===== src/rtl/time_keeper.sv =====
// time_keeper: 1 Hz prescaler plus 24-hour binary clock with hour/minute edit modes.
module time_keeper #(
    parameter int CLKS_PER_SEC = 100000000,
    parameter int PRESC_W      = 27
) (
    input  logic       clk,
    input  logic       reset,
    input  logic       mode_btn,
    input  logic       up_btn,
    input  logic       down_btn,
    output logic [5:0] secs,
    output logic [5:0] mins,
    output logic [4:0] hours,
    output logic       sec_pulse,
    output logic       edit_hr,
    output logic       edit_min,
    output logic       blink
);
    typedef enum logic [1:0] {RUN, SET_HR, SET_MIN} state_t;
    localparam logic [PRESC_W-1:0] LAST = PRESC_W'(CLKS_PER_SEC - 1);
    localparam logic [PRESC_W-1:0] HALF = PRESC_W'(CLKS_PER_SEC / 2);
    state_t state, state_nx;
    logic [PRESC_W-1:0] presc, presc_nx;
    logic [5:0] secs_nx, mins_nx;
    logic [4:0] hours_nx;
    logic tick, up, dn;
    assign tick  = presc == LAST;
    assign blink = presc < HALF;
    // mode_btn takes priority, so edit pulses only count when it is idle
    assign up = up_btn & ~down_btn & ~mode_btn;
    assign dn = down_btn & ~up_btn & ~mode_btn;
    always_comb begin
        state_nx = !mode_btn ? state : state == RUN ? SET_HR : state == SET_HR ? SET_MIN : RUN;
    end
    always_comb begin
        secs_nx  = secs;
        mins_nx  = mins;
        hours_nx = hours;
        presc_nx = tick ? '0 : presc + PRESC_W'(1);
        if (state == RUN && tick) begin
            secs_nx = secs == 6'd59 ? 6'd0 : secs + 6'd1;
            if (secs == 6'd59) begin
                mins_nx = mins == 6'd59 ? 6'd0 : mins + 6'd1;
                if (mins == 6'd59)
                    hours_nx = hours == 5'd23 ? 5'd0 : hours + 5'd1;
            end
        end
        if (state == SET_HR && up) hours_nx = hours == 5'd23 ? 5'd0 : hours + 5'd1;
        if (state == SET_HR && dn) hours_nx = hours == 5'd0 ? 5'd23 : hours - 5'd1;
        if (state == SET_MIN && up) mins_nx = mins == 6'd59 ? 6'd0 : mins + 6'd1;
        if (state == SET_MIN && dn) mins_nx = mins == 6'd0 ? 6'd59 : mins - 6'd1;
        // returning to RUN restarts the second so the first tick is a full second away
        if (state == SET_MIN && mode_btn) begin
            secs_nx  = 6'd0;
            presc_nx = '0;
        end
    end
    always_ff @(posedge clk) begin
        if (reset) begin
            state     <= RUN;
            presc     <= '0;
            secs      <= 6'd0;
            mins      <= 6'd0;
            hours     <= 5'd0;
            sec_pulse <= 1'b0;
            edit_hr   <= 1'b0;
            edit_min  <= 1'b0;
        end else begin
            state     <= state_nx;
            presc     <= presc_nx;
            secs      <= secs_nx;
            mins      <= mins_nx;
            hours     <= hours_nx;
            sec_pulse <= tick && state == RUN;
            edit_hr   <= state_nx == SET_HR;
            edit_min  <= state_nx == SET_MIN;
        end
    end
endmodule


===== config.mk =====
export PLATFORM = sky130hd
export DESIGN_NAME = time_keeper
export DESIGN_NICKNAME = d
export VERILOG_FILES = /design/src/rtl/time_keeper.sv
export SDC_FILE = /design/constraint.sdc
export NUM_CORES = 1
export LEC_CHECK = 0
export ABC_CLOCK_PERIOD_IN_PS = 2900
export CORE_UTILIZATION = 29
export DETAILED_ROUTE_END_ITERATION = 12
export GPL_TIMING_DRIVEN = 1
export HOLD_SLACK_MARGIN = 0.1
export PLACE_DENSITY = 0.48
export SLEW_MARGIN = 25
export SYNTH_ARGS = -nofsm -noshare
export SYNTH_HDL_FRONTEND = slang
export SYNTH_SLANG_ARGS = --single-unit

===== constraint.sdc =====
create_clock -name clk -period 2.9 [get_ports clk]
set_input_delay 0.58 -clock clk [delete_from_list [all_inputs] [get_ports clk]]
set_output_delay 0.58 -clock clk [all_outputs]
set_load 0.01 [all_outputs]

==> flow_summary.toml <==
[run_status]
status = "finished, final reports clean"

[sta]
worstMarginPinSlew_ps = 477
slew_violations = 0
finalHoldViolCount = 0
finalCriticalPeriod_ps = 2680
setup_tns_ps = 0
fmaxAchievable_mhz = 373
grt_setup_unrepaired = "no"
slew_headroom_pct = 68.0
setup-violations-final = 0
fin_crit_sh_pct = 92.4
skew_ps = 10.2

[yosys]
ys_seq_area_share_pct = 34.9
synth_fp_nets = 351
synth-main-ff-cell = "dfxtp_1"
synth-async-reset-ratio_pct = 0
synth_cell_types = 51
ys_warn_count = 0
synth_edf_count = 0
syn_area_um2 = 2810
ys_seq_elements = 49
avgSynthCellArea_um2 = 8.28
synthCells = 339

[cts]
ctsResizeCount = 1
cts_buffers = 5
cts_hold_buf = 0
htree_levels = 2
cts-root-buf = "clkbuf_8"
cts.sinks = 49
insertion_delay_ps = 310
ctsLongestPathBuffers = 2
path_clk_slew_ps = 90
postCtsSetupBuffers = 0
cts_tree = "built"

[grt]
grt_max_degree = 15
grt_pass1_wl_um = 11400
grt_usage_pct = 14.0
grt_pass1_vias = 2357
grt_antenna_before_repair = 0
gr-total-overflow = 0

[route]
drtIter0Drc = 106
wl_met3_um = 216
top_layer = "met4"
wl_met1_um = 3330
via_count = 2548
wl_met2_um = 3120
drcViolationCount = 0
viasPerCell = 5.16
wl_per_cell_um = 13.7
ant_nets = 0
firstDrtPassIters = 4
wl_um = 6760

[finish]
final_util_pct = 35.5
fillCellCount = 986
antenna_cells = 0
area_delta_synth_final_pct = 18.0
layout-drive-gt1-share_pct = 7.12
num-nets-final = 376

[floorplan]
dieArea_um2 = 10100
start_util_pct = 30.1
coreArea_um2 = 9330
boundaryPins = 26
fp.dieH_um = 100
fp-row-count = 35
die_x_um = 100

[worst_setup_path]
rr_worst_depth = 5
worstSetupEndpointType = "primary output"
crit_arrival_ps = 2100
path_class = "flip-flop to primary output"
required_ps = 2320
worst-path-max-fanout = 4
crit_path_start_kind = "flip-flop"

[placement]
gp_congestion = 0.809
post-dp-hpwl_um = 5030
io_buffers = 25

[pwr]
p_leak_nw = 1.17
vdd_drop_max_mv = 0.191
power_density_nw_per_um2 = 377

[min_path]
hold_path.class = "flip-flop to flip-flop"
holdPathStages = 1

[job]
max-cap-violations = 0
[cells in the mapped netlist (3+ instances only)]
master | number | area [um2]
a211oi_1 | 5 | 37.5
a21oi_1 | 16 | 80.1
a221oi_1 | 4 | 35.0
and3_1 | 7 | 43.8
and4_1 | 7 | 61.3
buf_2 | 3 | 15.0
clkbuf_1 | 10 | 37.5
dfxtp_1 | 49 | 981
ha_1 | 7 | 87.6
inv_1 | 11 | 41.3
mux2i_1 | 3 | 30.0
nand2_1 | 25 | 93.8
nand2b_1 | 5 | 31.3
nand3_1 | 20 | 100
nand4_1 | 9 | 56.3
nor2_1 | 48 | 180
nor2b_1 | 5 | 31.3
nor3_1 | 14 | 70.1
nor3b_1 | 3 | 22.5
nor4_2 | 3 | 37.5
o2111ai_1 | 3 | 26.3
o21ai_0 | 6 | 30.0
o21ai_1 | 4 | 20.0
o22ai_1 | 3 | 18.8
o31ai_1 | 3 | 22.5
or3_1 | 4 | 25.0
xnor2_1 | 11 | 96.3
xor2_1 | 22 | 193
[placed cells by master (no fill, tap or decap), types with 6 or more instances in the layout]
master,netlist,final
dfxtp_1,49,49
nor2_1,48,48
nand2_1,25,25
clkdlybuf4s50_1,0,24
xor2_1,22,22
nand3_1,20,20
a21oi_1,16,16
nor3_1,14,14
inv_1,11,11
xnor2_1,11,11
nand4_1,9,9
and3_1,7,7
and4_1,7,7
ha_1,7,7
clkbuf_8,0,7
o21ai_0,6,6
buf_4,0,6
[worst max-delay path, stage by stage, from the launching register on]
cell	delay, ps
dfxtp_1	340
or4_4	590
nor2_1	120
o31ai_1	70
a41o_1	240
a21oi_1	150
dlygate4sd2_1	280
[per-layer routing]
metal / vias up / GRT usage, %
met5: - / 0
met4: 0 / 4.12
met3: 9 / 2.37
met2: 50 / 23.0
met1: 1216 / 18.9
li1: 1273 / -
[state kept, by name, indices dropped and copies added, names as in the netlist]
signal,cells
hours,5
sec_pulse,1
state,2
edit_min,1
mins,6
presc,27
edit_hr,1
secs,6
[layout make-up]
type	instances	area [um2]	area share, %
multi-input combinational	266	1730	52.3
sequential	49	981	29.6
timing repair buffer	31	294	8.88
tap	129	161	4.87
clock buffer	7	96.3	2.91
inverter	11	41.3	1.25
clock inverter	1	5.00	0.151
[final timing paths]
check                 start  endpoint  slack [ps]
setup / recovery  presc[11]     blink         220
hold / removal     presc[0]  presc[0]         470
setup reg to reg  presc[16]  hours[2]         670
hold reg to reg    presc[0]  presc[0]         470
[logic make-up (layout without fill, tap and decap cells)]
family	count (synthesis)	in the layout	synth area share, %
muxes	4	4	1.47
adders and majority gates	7	7	3.12
xor gates and xnor gates	33	33	10.3
buffers and inverters	24	50	3.34
DFF	49	49	34.9
and+or+nand+nor	165	165	33.2
AOI/OAI and AO/OA	57	57	13.6
[through the flow]
stage	cell area [um2]	instances	hold WS (ps)	setup slack (ps)	power, W
floorplan	2810	339	426	773	0.000774
global placement	3210	486	442	293	0.000813
detailed placement	3210	486	454	296	0.000813
CTS	3310	494	471	210	0.00127
global route	3310	494	481	119	0.00131
finish	3310	494	469	220	0.00125
[power by group]
| group | switching [W] | total, W | internal [W] |
|---|---|---|---|
| Clock | 0.000234 | 0.000450 | 0.000216 |
| Sequential | 0.0000131 | 0.000696 | 0.000683 |
| Combinational | 0.0000565 | 0.000100 | 0.0000440 |
| Total | 0.000304 | 0.00125 | 0.000943 |
(Power assumes the default switching activity.)
